**config.mk**
```make
export PLATFORM = sky130hd
export DESIGN_NAME = pipeline_issue_ctrl
export DESIGN_NICKNAME = d
export VERILOG_FILES = /design/src/rtl/pipeline_pkg.sv /design/src/rtl/issue_fifo.sv /design/src/rtl/pipeline_issue_ctrl.sv
export SDC_FILE = /design/constraint.sdc
export NUM_CORES = 1
export LEC_CHECK = 0
export BUFFER_PORTS_ARGS = -buffer_cell sky130_fd_sc_hd__buf_2
export CAP_MARGIN = 20
export CORE_MARGIN = 8
export CORE_UTILIZATION = 55
export CTS_CLUSTER_SIZE = 16
export DETAILED_ROUTE_END_ITERATION = 7
export HOLD_SLACK_MARGIN = 0.05
export PLACE_DENSITY = 0.87
export RECOVER_POWER = 100
export SETUP_SLACK_MARGIN = 0.1
export SLEW_MARGIN = 25
export SYNTH_ARGS = -nofsm -noshare
export SYNTH_HDL_FRONTEND = slang
export SYNTH_SLANG_ARGS = --single-unit
```
**constraint.sdc**
```tcl
create_clock -name clk -period 4 [get_ports clk]
set_input_delay 0 -clock clk [delete_from_list [all_inputs] [get_ports clk]]
set_output_delay 0 -clock clk [all_outputs]
set_load 0.05 [all_outputs]
```
**src/rtl/pipeline_pkg.sv**
```systemverilog
`default_nettype none
// ============================================================================
//  Module      : pipeline_pkg
//  Description : Shared instruction field positions, the bubble encoding and
//                the scoreboard slot type used by the issue controller.
//  Revision    : 1.0 - initial release
// ============================================================================
package pipeline_pkg;

    localparam int ALUOP_MSB   = 31;
    localparam int ALUOP_LSB   = 29;
    localparam int DATASRC_BIT = 28;
    localparam int WE_BIT      = 27;
    localparam int WSEL_MSB    = 26;
    localparam int WSEL_LSB    = 22;
    localparam int RSEL1_MSB   = 21;
    localparam int RSEL1_LSB   = 17;
    localparam int RSEL2_MSB   = 16;
    localparam int RSEL2_LSB   = 12;

    localparam logic [31:0] NOP_INSTR = 32'h0;

    typedef struct packed {
        logic       valid;
        logic [4:0] addr;
    } sb_slot_t;

endpackage
`default_nettype wire

```
**src/rtl/issue_fifo.sv**
```systemverilog
`default_nettype none
// ============================================================================
//  Module      : issue_fifo
//  Description : DEPTH x 32 circular instruction buffer with push, pop,
//                flush and occupancy count. Flush wins over push and pop.
//  Revision    : 1.0 - initial release
// ============================================================================
module issue_fifo #(
    parameter int DEPTH = 4
) (
    input  logic                     clk,
    input  logic                     rst,
    input  logic                     push,
    input  logic [31:0]              push_data,
    input  logic                     pop,
    input  logic                     flush,
    output logic [31:0]              head,
    output logic [$clog2(DEPTH):0]   count
);

    localparam int AW = $clog2(DEPTH);
    localparam int CW = AW + 1;
    localparam logic [AW-1:0] c_ptr_one = AW'(1);
    localparam logic [CW-1:0] c_cnt_one = CW'(1);

    logic [31:0]   r_mem [DEPTH];
    logic [AW-1:0] r_wr_ptr;
    logic [AW-1:0] r_rd_ptr;
    logic [CW-1:0] r_count;

    // Storage write; contents need no reset because the count gates reads.
    always_ff @(posedge clk) begin
        if (push && !flush) begin
            r_mem[r_wr_ptr] <= push_data;
        end
    end

    // Pointer and occupancy bookkeeping; power-of-two depth wraps naturally.
    always_ff @(posedge clk) begin
        if (rst || flush) begin
            r_wr_ptr <= '0;
            r_rd_ptr <= '0;
            r_count  <= '0;
        end else begin
            if (push) begin
                r_wr_ptr <= r_wr_ptr + c_ptr_one;
            end
            if (pop) begin
                r_rd_ptr <= r_rd_ptr + c_ptr_one;
            end
            if (push && !pop) begin
                r_count <= r_count + c_cnt_one;
            end else if (pop && !push) begin
                r_count <= r_count - c_cnt_one;
            end
        end
    end

    assign head  = r_mem[r_rd_ptr];
    assign count = r_count;

endmodule
`default_nettype wire

```
**src/rtl/pipeline_issue_ctrl.sv**
```systemverilog
`default_nettype none
// ============================================================================
//  Module      : pipeline_issue_ctrl
//  Description : Issue controller for the three-stage ALU pipeline. Queues
//                producer instructions, tracks in-flight writes in a shift
//                register scoreboard and inserts zero bubbles on RAW hazards.
//                Optional macro ISSUE_PERF_EN enables the issued / bubble
//                performance counters; otherwise they read as zero.
//  Revision    : 1.0 - initial release
// ============================================================================
module pipeline_issue_ctrl #(
    parameter int DEPTH  = 4,
    parameter int WB_LAT = 3
) (
    input  logic                     clk,
    input  logic                     rst,
    input  logic [31:0]              in_instr,
    input  logic                     in_valid,
    output logic                     in_ready,
    input  logic                     flush,
    output logic [31:0]              instr_out,
    output logic                     instr_valid,
    output logic                     stall,
    output logic [$clog2(DEPTH):0]   q_count,
    output logic [31:0]              issued_cnt,
    output logic [31:0]              bubble_cnt
);

    import pipeline_pkg::*;

    localparam int AW       = $clog2(DEPTH);
    localparam int CW       = AW + 1;
    localparam int SB_SLOTS = (WB_LAT > 1) ? (WB_LAT - 1) : 1;
    localparam logic [CW-1:0] c_depth = CW'(DEPTH);

    logic [31:0]   w_head;
    logic [CW-1:0] w_count;
    logic          w_nonempty;
    logic          w_hazard;
    logic          w_pop;
    logic          w_push;
    logic [4:0]    w_src1;
    logic [4:0]    w_src2;
    logic          w_use2;
    sb_slot_t      w_sb_in;

    issue_fifo #(
        .DEPTH     (DEPTH)
    ) u_fifo (
        .clk       (clk),
        .rst       (rst),
        .push      (w_push),
        .push_data (in_instr),
        .pop       (w_pop),
        .flush     (flush),
        .head      (w_head),
        .count     (w_count)
    );

    assign w_nonempty = (w_count != '0);
    assign w_src1     = w_head[RSEL1_MSB:RSEL1_LSB];
    assign w_src2     = w_head[RSEL2_MSB:RSEL2_LSB];
    // With an immediate operand bits [16:12] are immediate data, not a source.
    assign w_use2     = !w_head[DATASRC_BIT];

    // A flush cycle always issues a bubble, even with a hazard-free head.
    assign w_pop    = w_nonempty && !w_hazard && !flush;
    assign in_ready = !rst && !flush && ((w_count < c_depth) || w_pop);
    assign w_push   = in_valid && in_ready;
    assign stall    = w_nonempty && w_hazard;
    assign q_count  = w_count;

    // Slot 0 records the write of whatever is issued this cycle (bubble = none).
    always_comb begin
        w_sb_in.valid = w_pop && w_head[WE_BIT];
        w_sb_in.addr  = w_pop ? w_head[WSEL_MSB:WSEL_LSB] : 5'd0;
    end

    generate
        if (WB_LAT > 1) begin : g_sb
            sb_slot_t r_sb [SB_SLOTS];

            // Scoreboard shift register; flush leaves it intact on purpose.
            always_ff @(posedge clk) begin
                if (rst) begin
                    for (int i = 0; i < SB_SLOTS; i++) begin
                        r_sb[i] <= '0;
                    end
                end else begin
                    r_sb[0] <= w_sb_in;
                    for (int i = 1; i < SB_SLOTS; i++) begin
                        r_sb[i] <= r_sb[i-1];
                    end
                end
            end

            // Head is blocked if any live slot targets one of its sources.
            always_comb begin
                w_hazard = 1'b0;
                for (int i = 0; i < SB_SLOTS; i++) begin
                    if (r_sb[i].valid &&
                        ((r_sb[i].addr == w_src1) ||
                         (w_use2 && (r_sb[i].addr == w_src2)))) begin
                        w_hazard = 1'b1;
                    end
                end
            end
        end else begin : g_no_sb
            // Single-cycle writeback: a consumer may follow its producer directly.
            assign w_hazard = 1'b0;
        end
    endgenerate

    // Registered pipeline instruction port; bubbles are all-zero words.
    always_ff @(posedge clk) begin
        if (rst) begin
            instr_out   <= NOP_INSTR;
            instr_valid <= 1'b0;
        end else begin
            instr_out   <= w_pop ? w_head : NOP_INSTR;
            instr_valid <= w_pop;
        end
    end

`ifdef ISSUE_PERF_EN
    logic [31:0] r_issued_cnt;
    logic [31:0] r_bubble_cnt;

    // Free-running wrapping performance counters, cleared only by reset.
    always_ff @(posedge clk) begin
        if (rst) begin
            r_issued_cnt <= 32'h0;
            r_bubble_cnt <= 32'h0;
        end else begin
            if (w_pop) begin
                r_issued_cnt <= r_issued_cnt + 32'h1;
            end
            if (stall) begin
                r_bubble_cnt <= r_bubble_cnt + 32'h1;
            end
        end
    end

    assign issued_cnt = r_issued_cnt;
    assign bubble_cnt = r_bubble_cnt;
`else
    assign issued_cnt = 32'h0;
    assign bubble_cnt = 32'h0;
`endif

endmodule
`default_nettype wire
```
==> results.md, run 1 <==
- Routed length on met2: 7001 um
- Ordered list of cells on the worst path: clkbuf_1 > mux4_2 > xnor2_1 > and4_4 > or4b_4 > a21oi_4 > and2_1 > ha_1 > inv_1 > fa_1 > xor2_1 > or3_1 > a21oi_1
- Post-route core utilization: 0.6625
- Nets: 599
- Largest area contributor in the netlist: edfxtp_1
- Top Ports: 138
- Maximum root-to-sink buffer count: 2
- Synthesis-to-layout area growth: 16.86%
- M1 WL: 5437 um
- Starting Density: 0.5669
- Final GP Congestion: approximately 0.88
- PD cells: between 400 and 500 mW/mm^2
- Setup TNS: 0 ns
- Status: complete, no violations
- Critical path type: reg -> reg
- Via count: 3862
- Share of the synthesized area in the top cell type: 0.5351
- Final WS setup: 0.2299 ns
- Uppermost layer routed: met4
- Sink Count: 177
- Worst path required time: 4.35 ns
- Placed Instance Area: 0.007546 mm^2
- Clock-pin transition on the worst setup and hold timing paths: 0.07 ns
- First drt pass iteration count: 6
- Tcrit/Tclk final: 0.9425
- Grt total ovfl: 0
- Post-synthesis register bit count: ~180
- Met3 Wirelength: between 1000 and 1500 um
- Final Cell Area: around 0.0084 mm^2
- Post-Syn Area: 0.007183 mm^2
- Max Freq: 265.2 MHz
- H-tree depth: 4
- Share of synthesized registers carrying an async set or reset: 0
- Die width: 130.3 um
- Row cnt: 41
- Largest net degree at the start of global routing: 33
- Top_reg_cell synth: edfxtp_1
- Final setup vio count: 0
- Die Ht: approximately 130 um
- CP Launch Type: register
- Worst-Margin Slew: 0.9845 ns
- CP max stage delay: around 0.58 ns
- Avg Vias per Cell: 5.198
- Fraction of layout cells with a size suffix above 1: 0.1509
- Setup WS pre-CTS: 0.1103 ns
- Crit path max fanout: 9
- CTS buffer count: 17
- Arrival time worst endpoint: about 4 ns
- Hold Violations, Final: 0
- Number of global-route vias before repair: approximately 3800
- HPWL after detailed placement: 8931 um
- Number of flops mapped to enable cells by yosys: 128
- Worst Hold Class: in -> reg
- Drc violations: 0
- CTS tree: built
- Initial drt markers: 279
- Worst Setup End Kind: register
- Final slew viol count: 0
- RSZ-0062 raised after global routing: no
- Synth warn: 0
- Initial antenna violation count: 1
- Routed length per instance: 19.06 um
- CP max stage cell: mux4_2
- Die ar.: around 0.017 mm^2
- Post-synthesis cell type count: 42
- MaxCap Viol Count: 0
- Leakage: 0.002938 uW
- Root Driver: clkbuf_16
- DRT Wirelength: 14160 um
- Non-Filler Instances: 743
- Clk_lat worst skew: 0.43 ns
- Synthesized area per cell: 16.51 um^2
- Clock Skew: 0.009357 ns
- Gr usage total: 0.1705
- Min cycle time layout: roughly 3.8 ns
- Placed Instances: approximately 670
- Max VDD drop: 0.0003484 V
- Max-slew headroom: 0.3437
- I/O Buffers: 73
- Cells after synthesis: roughly 440
- Core Area: 0.01267 mm^2
- Post-synthesis sequential area ratio: 0.6717
- Final ANT Viol Nets: 0
- Ranking of synthesized cells by area: edfxtp_1 (54%), dfxtp_1 (14%), mux4_2 (9.4%), buf_4 (7.2%), nor2b_1 (2.5%)
- First-pass GRT wire length: approximately 21000 um
[repair_timing]
item                       4_1_cts  5_1_grt
setup endpoints to repair        0        1
gates resized for setup          0        2
buffers inserted                 0        3
hold endpoints to repair       141        0
hold buffers                    35        0
[routing by layer]
metal / vias up / global-route usage
met5: - / 0
met4: 0 / 0.07650
met3: 25 / 0.05549
met2: 178 / 0.2806
met1: 1928 / 0.2009
li1: 1731 / -
[power by group]
group	leakage, uW	total [uW]	internal (uW)	switching [uW]
Clock	0.000298	1760	1060	701
Sequential	0.00155	2010	1990	17.2
Combinational	0.00109	354	92.8	261
[stage by stage]
stage          power (uW)  hold slack (ns)
6_report             4122           0.3713
3_3_place_gp         2371           0.2100
2_1_floorplan        2362          0.07161
4_1_cts              4150           0.3076
5_1_grt              4252           0.3800
3_5_place_dp         2381           0.2168
[sequential cells by signal (all words and copies together) (netlist names), named ones only]
signal and count:
u_fifo.r_mem 128, instr_out 32, g_sb.r_sb 7, u_fifo.count 3, u_fifo.r_rd_ptr 2, u_fifo.r_wr_ptr 2, instr_valid 1
[placed cells by master, fill, tap and decap left out, drive strengths merged, types with 3 or more instances in the layout]
cell,n
nor2b,29
and3,6
dlygate4sd3,35
mux4,31
xnor2,11
or3,4
nand3,4
dfxtp,49
nor2,8
bufinv,4
nand4,3
and4,7
a21oi,5
nand2,3
inv,14
xor2,16
clkbuf,96
mux2i,12
buf,11
nor4,3
edfxtp,128
ha,5
conb,64
clkinvlp,3
[Yosys cell counts (5+ instances only)]
master / number
and3_1: 6
and4_1: 6
buf_4: 69
clkbuf_1: 7
dfxtp_1: 49
edfxtp_1: 128
ha_1: 5
inv_1: 9
mux2i_1: 12
mux4_2: 30
nor2_1: 8
nor2b_1: 29
xnor2_1: 11
xor2_1: 16
[cells by family after synthesis]
logic type      Yosys count  share of synthesized area
compound gates           12                    0.01132
buf+inv                  93                    0.09058
flops                   177                     0.6717
mux                      44                     0.1160
fa+ha+maj                 6                    0.01150
other cells               1                  0.0005221
xor+xnor                 27                    0.03292
simple gates             75                    0.06550
[final cells by class]
cell class | count | area [um^2]
Fill cell | 865 | 4277
Timing Repair Buffer | 124 | 723.2
Inverter | 9 | 33.78
Antenna cell | 1 | 2.502
Sequential cell | 177 | 4832
Multi-Input combinational cell | 228 | 1957
Clock buffer | 18 | 429.2
Tap cell | 172 | 215.2
Clock inverter | 14 | 201.4
[worst max-delay path: cells and delay by family (launching register included)]
family | cells | cell delay (ns)
compound gates | 2 | 0.35
mux | 1 | 0.58
xor+xnor | 2 | 0.33
fa+ha+maj | 2 | 0.55
buf+inv | 2 | 0.23
flops | 1 | 0.42
simple gates | 4 | 1.23
[final timing paths]
kind,startpoint,end,slack [ns],depth (start not counted)
max,register,u_fifo.count[2]$_SDFFE_PP0P_,0.23,13
max reg2reg,register,u_fifo.count[2]$_SDFFE_PP0P_,0.23,13
min,in_instr[24],u_fifo.r_mem[1][24]$_DFFE_PP_,0.37,2
min reg2reg,u_fifo.r_rd_ptr[1]$_SDFFE_PP0P_,register,0.49,2
Note: power is estimated with default switching activity, not from simulation.
==> inputs of run 2 (changes only) <==
- GPL_TIMING_DRIVEN: default -> 0
==> run 2 against run 1 <==
Sequential power about the same. Die area unchanged. Non-clock buffer count up 72. Hold slack worse by 0.20 ns. Critical endpoint is now u_fifo.r_mem[3][20]$_DFFE_PP_.
==> results.md, run 2 (same netlist as run 1, synthesis figures left out) <==
- Status: complete, no violations
- Starting Density: 0.5669 (unchanged)
- Sink Count: 177 (unchanged)
- Die ar.: 0.01697 mm^2 (unchanged)
- Die width: 130.3 um (unchanged)
- Placed Instances: 747 (+11%)
- Tcrit/Tclk final: 0.9315 (-0.01103)
- Root Driver: clkbuf_16
- Initial antenna violation count: 0 (-1)
- Min cycle time layout: 3.726 ns (-0.04414 ns)
- First-pass GRT wire length: 23090 um (+9.2%)
- CTS buffer count: 17 (unchanged)
- Area of the multi-input gates: 0.001951 mm^2 (-0.32%)
- Most common cell after layout, fill and taps aside: edfxtp_1
- RSZ-0062 raised after global routing: no
- H-tree depth: 4 (unchanged)
- HPWL after detailed placement: 9726 um (+8.9%)
- Final setup vio count: 0 (unchanged)
- Final GP Congestion: 0.8725 (-1.1%)
- Nets: 671 (+12%)
- Gr usage total: 0.1857 (+0.01520)
- MaxCap Viol Count: 0 (unchanged)
- Non-Filler Instances: 814 (+9.6%)
- Top reg by flops: u_fifo.r_mem
- Row cnt: 41 (unchanged)
- First drt pass iteration count: 4 (-2)
- CTS tree: built
- Top Ports: 138 (unchanged)
- Clock-pin transition on the worst setup and hold timing paths: 0.06 ns (about the same)
- PD cells: 453.6 mW/mm^2 (-7.6%)
- Max-slew headroom: 0.3755 (+0.03180)
- Most frequent cells in the layout: edfxtp_1 (128), clkbuf_1 (81), buf_4 (69)
- Worst path required time: 4.12 ns (-0.23 ns)
- Max VDD drop: 0.0004201 V (+21%)
- DRT Wirelength: 15390 um (+8.7%)
- Tot Pwr: 4049 uW (-1.8%)
- Maximum root-to-sink buffer count: 2 (unchanged)
- Max Freq: 268.4 MHz (+1.2%)
- Avg Vias per Cell: 5.043 (-3.0%)
- ANT cells: 0 (-1)
- Die Ht: 130.3 um (unchanged)
- Via count: 4105 (+6.3%)
- Core Area: 0.01267 mm^2 (unchanged)
- Final WS setup: 0.2740 ns (+0.04414 ns)
- Crit path max fanout: 23 (+14)
- Synthesis-to-layout area growth: 24.26%
- Grt total ovfl: 0 (unchanged)
- Fillers: 832 (-3.8%)
- Routed length per instance: 18.91 um (-0.78%)
- Worst hold stages: 4 (+2)
- R2R Setup Slk: 0.27 ns (+0.04 ns)
- Largest register FFs: 128 (unchanged)
- Worst Hold Class: in -> reg
- Drc violations: 0 (unchanged)
- Largest registers: u_fifo.r_mem x128, instr_out x32, g_sb.r_sb x7
- Final slew viol count: 0 (unchanged)
- Final ANT Viol Nets: 0 (unchanged)
- R2R depth: 10 (-3)
- Setup WS pre-CTS: 0.1713 ns (+0.06102 ns)
- I/O Buffers: 73 (unchanged)
- Leakage: 0.003308 uW (+13%)
- Clk_lat worst skew: 0.43 ns (about the same)
- Worst-Margin Slew: 0.9368 ns (-0.04770 ns)
- Critical path type: reg -> reg
- Clock Skew: 0.01120 ns (+0.001843 ns)
- Arrival time worst endpoint: 3.85 ns (-0.27 ns)
- Number of global-route vias before repair: 4205 (+9.6%)
- Worst Setup End Kind: register
- Initial drt markers: 236 (-15%)
- Hold Violations, Final: 0 (unchanged)
- Post-route core utilization: 0.7045 (+0.04197)
- CP Launch Type: register
- Largest net degree at the start of global routing: 24 (-27%)
- Fraction of layout cells with a size suffix above 1: 0.2336 (+0.08277)
- Sequential Area: 0.004826 mm^2 (-0.13%)
run 2: layout make-up:
type                            instances  share of cell area
Buffer                                 84             0.06869
Clock buffer                           18             0.04920
Sequential cell                       177              0.5407
Timing Repair Buffer                  112             0.07948
Clock inverter                         14             0.01556
Tap cell                              172             0.02411
Inverter                                9            0.003785
Multi-Input combinational cell        228              0.2185
run 2: report_power, final:
group          switching (uW)  internal, uW  total (uW)
sequential               15.5          1990        2010
combinational             277           140         417
clock                     687           934        1620
total                     980          3070        4050
run 2: repair_timing:
action	4_1_cts	5_1_grt
hold buffers	34	0
endpoints found under the setup margin	0	1
hold endpoints to repair	135	0
buffers inserted	0	1
resized for setup	0	2
run 2: through the flow:
stage	TNS, ns	instance area, um^2	hold slack [ns]
CTS	0	9019	0.1361
finish	0	8926	0.1715
detailed placement	0	8100	0.2171
global route	0	8926	0.1895
global placement	-28.73	8008	0.2097
floorplan	0	7427	0.07161
run 2: worst paths after layout:
| path | from | end |
|---|---|---|
| setup reg to reg | register | u_fifo.r_mem[3][20]$_DFFE_PP_ |
| hold / removal | flush | u_fifo.r_wr_ptr[1]$_SDFFE_PP0N_ |
| hold reg to reg | g_sb.r_sb[0][5]$_SDFF_PP0_ | g_sb.r_sb[0][11]$_SDFF_PP0_ |
| setup / recovery | register | u_fifo.r_mem[3][20]$_DFFE_PP_ |
run 2: routing by layer:
| metal | global-route usage | vias up | part of all wire |
|---|---|---|---|
| li1 | - | 1867 | - |
| met1 | 0.2046 | 2032 | 0.38 |
| met2 | 0.3190 | 189 | 0.51 |
| met3 | 0.06038 | 17 | 0.098 |
| met4 | 0.08948 | 0 | 0.015 |
| met5 | 0 | - | 0 |
run 2: worst max-delay path, stage by stage, from the launching register on:
cell and delay [ns]:
dfxtp_1 0.33, buf_6 0.16, buf_12 0.15, mux4_2 0.57
xnor2_1 0.16, and4_4 0.19, or4b_4 0.58, a21oi_4 0.14
clkbuf_1 0.21, and3_1 0.65, buf_12 0.26
==> inputs of run 3 (changes only) <==
- MAX_ROUTING_LAYER: default -> met4
==> run 3 against run 2 <==
Via count decreased by 1.1%. Final cell count unchanged. Hold slack got worse by 0.0074 ns. Register-to-register slack about the same. Non-clock buffer count unchanged. Power increased by 0.20%. Die area unchanged. Sequential share of layout area unchanged. Combinational power about the same. Routed wire length decreased by 0.21%. Cell area unchanged. Clock-buffer cell count unchanged. Critical path type unchanged. Critical endpoint is now u_fifo.r_mem[3][30]$_DFFE_PP_. Largest power group unchanged. Highest routed layer unchanged.
==> results.md, run 3 (same netlist as run 1, synthesis figures left out) <==
- CP endpoint: u_fifo.r_mem[3][30]$_DFFE_PP_
- Clock Skew: 0.01167 ns (+0.0004740 ns)
- Met3 usage: 0.05386 (-0.006528)
- Worst Hold Slack: 0.1641 ns (-0.007401 ns)
- Largest net degree at the start of global routing: 24 (unchanged)
- Max Freq: 268.4 MHz (about the same)
- First-pass GRT wire length: 23080 um (about the same)
- H-tree depth: 4 (unchanged)
- Routed length per instance: 18.87 um (-0.21%)
- Tcrit/Tclk final: 0.9314 (about the same)
- Largest register FFs: 128 (unchanged)
- Fraction of layout cells with a size suffix above 1: 0.2336 (unchanged)
- Clock-pin transition on the worst setup and hold timing paths: 0.06 ns (about the same)
- Max VDD drop: 0.0004184 V (-0.39%)
- Most Crowded Layer GR: met2
- Avg Vias per Cell: 4.986 (-1.1%)
- CP max stage delay: 0.64 ns (about the same)
- Initial antenna violation count: 0 (unchanged)
- I/O Buffers: 73 (unchanged)
- Worst-Margin Slew: 0.9424 ns (+0.005627 ns)
- Power share of the clock group: 0.402 (about the same)
- Worst Setup End Kind: register
- Core Area: 0.01267 mm^2 (unchanged)
- R2R depth: 10 (unchanged)
- First drt pass iteration count: 5 (+1)
- Arrival time worst endpoint: 3.85 ns (about the same)
- Gr usage total: 0.1914 (+0.005678)
- Final ANT Viol Nets: 0 (unchanged)
- CP Launch Type: register
- Max-slew headroom: 0.3717 (-0.003751)
- Final slew viol count: 0 (unchanged)
- Initial drt markers: 247 (+4.7%)
- Non-Filler Instances: 814 (unchanged)
- Row cnt: 41 (unchanged)
- Min cycle time layout: 3.726 ns (-0.0004320 ns)
- Synthesis-to-layout area growth: 24.26% (unchanged)
- CTS buffer count: 17 (unchanged)
- Reg-to-reg endpoint: u_fifo.r_mem[3][30]$_DFFE_PP_
- Met2 Track Usage GR: 0.3199 (+0.0009141)
- Die Ht: 130.3 um (unchanged)
- Leakage: 0.003308 uW (unchanged)
- Largest registers: u_fifo.r_mem x128, instr_out x32, g_sb.r_sb x7
- Sink Count: 177 (unchanged)
- MaxCap Viol Count: 0 (unchanged)
- Critical path type: reg -> reg
- Most frequent cells in the layout: edfxtp_1 (128), clkbuf_1 (81), buf_4 (69)
- Grt total ovfl: 0 (unchanged)
- Tot Pwr: 4057 uW (+0.20%)
- Nets: 671 (unchanged)
- Setup TNS: 0 ns (unchanged)
- Area of the multi-input gates: 0.001951 mm^2 (unchanged)
- Clk_lat worst skew: 0.43 ns (about the same)
- CTS tree: built
- Maximum root-to-sink buffer count: 2 (unchanged)
- Starting Density: 0.5669 (unchanged)
- Most common cell after layout, fill and taps aside: edfxtp_1
- Final setup vio count: 0 (unchanged)
- Via count: 4059 (-1.1%)
- Ordered list of cells on the worst path: buf_6 > buf_12 > mux4_2 > xnor2_1 > and4_4 > or4b_4 > a21oi_4 > clkbuf_1 > and3_1 > buf_12
- Drc violations: 0 (unchanged)
- Status: complete, no violations
- Worst path required time: 4.13 ns (about the same)
- Fillers: 832 (unchanged)
- Top Ports: 138 (unchanged)
- PD cells: 454.5 mW/mm^2 (+0.20%)
- Hold Violations, Final: 0 (unchanged)
- Crit path max fanout: 23 (unchanged)
- Sequential Power Share: 0.495 (about the same)
- Sequential Area: 0.004826 mm^2 (unchanged)
- NetSw: 987.9 uW (+0.85%)
- Die width: 130.3 um (unchanged)
- DRT Wirelength: 15360 um (-0.21%)
- Number of global-route vias before repair: 4206 (+0.024%)
- ANT cells: 0 (unchanged)
- Worst Hold Class: in -> reg
- Post-route core utilization: 0.7045 (unchanged)
- Switching share of power: 0.2435 (+0.001567)
- HPWL after detailed placement: 9726 um (unchanged)
- CP max stage cell: and3_1
- Die ar.: 0.01697 mm^2 (unchanged)
- Comb pwr share: 0.103 (about the same)
- Int Power: 3069 uW (about the same)
- RSZ-0062 raised after global routing: no
- Most frequent CP cell: buf_12
- Root Driver: clkbuf_16
- Final GP Congestion: 0.8867 (+1.6%)
- Top reg by flops: u_fifo.r_mem
- Met1 track demand over resource: 0.2054 (+0.0007994)
- Placed Instances: 747 (unchanged)
- R2R Setup Slk: 0.27 ns (about the same)
==> run 3: cell counts in the layout (fill, tap and decap cells not counted) <==
Identical to the previous run, type by type.
==> run 3: metrics by stage <==
step | cell area [um^2] | worst slack (ns)
after floorplan | 7427 | 0.1872
after global placement | 8008 | -0.2634
after detailed placement | 8100 | 0.1713
after CTS | 9019 | 0.1408
after global routing | 8926 | 0.06764
final | 8926 | 0.2744
==> run 3: power groups by stage <==
stage,Combinational (uW),Clock (uW),Sequential (uW)
6_report,417,1630,2010
5_1_grt,441,1720,2010
4_1_cts,417,1640,2010
3_5_place_dp,387,0,2050
3_3_place_gp,374,0,2050
2_1_floorplan,287,0,2070
==> run 3: per-layer routing <==
| metal | up-vias | share of wire |
|---|---|---|
| met2 | 184 | 0.51 |
| met4 | 0 | 0.018 |
| met1 | 1988 | 0.38 |
| met5 | - | 0 |
| li1 | 1864 | - |
| met3 | 23 | 0.097 |
==> run 3: critical path, delay by kind of cell (launching register included) <==
family / cells / cell delay (ns)
xor+xnor: 1 / 0.16
mux: 1 / 0.57
flops: 1 / 0.33
buf+inv: 4 / 0.79
compound gates: 1 / 0.14
simple gates: 3 / 1.41
==> run 3: final cells by class <==
cell class / instances / area share
Tap cell: 172 / 0.02411
Timing Repair Buffer: 112 / 0.07948
Multi-Input combinational cell: 228 / 0.2185
Clock buffer: 18 / 0.04920
Sequential cell: 177 / 0.5407
Clock inverter: 14 / 0.01556
Inverter: 9 / 0.003785
Buffer: 84 / 0.06869
==> run 3: worst min-delay path by stage <==
stage / from / to / slack [ns] / depth (start not counted)
global route: flush / u_fifo.r_wr_ptr[1]$_SDFFE_PP0N_ / 0.19 / 4
global placement: in_instr[3] / u_fifo.r_mem[0][3]$_DFFE_PP_ / 0.21 / 1
floorplan: rst / g_sb.r_sb[0][10]$_SDFF_PP0_ / 0.07 / 1
finish: flush / u_fifo.r_wr_ptr[1]$_SDFFE_PP0N_ / 0.16 / 4
detailed placement: in_instr[29] / u_fifo.r_mem[3][29]$_DFFE_PP_ / 0.22 / 1
CTS: flush / u_fifo.r_wr_ptr[1]$_SDFFE_PP0N_ / 0.14 / 4
==> run 3: what timing repair did <==
item,CTS,global route
setup endpoints to repair,0,1
hold buffers,34,0
endpoints found under the hold margin,135,0
setup buffers,0,1
resized for setup,0,2
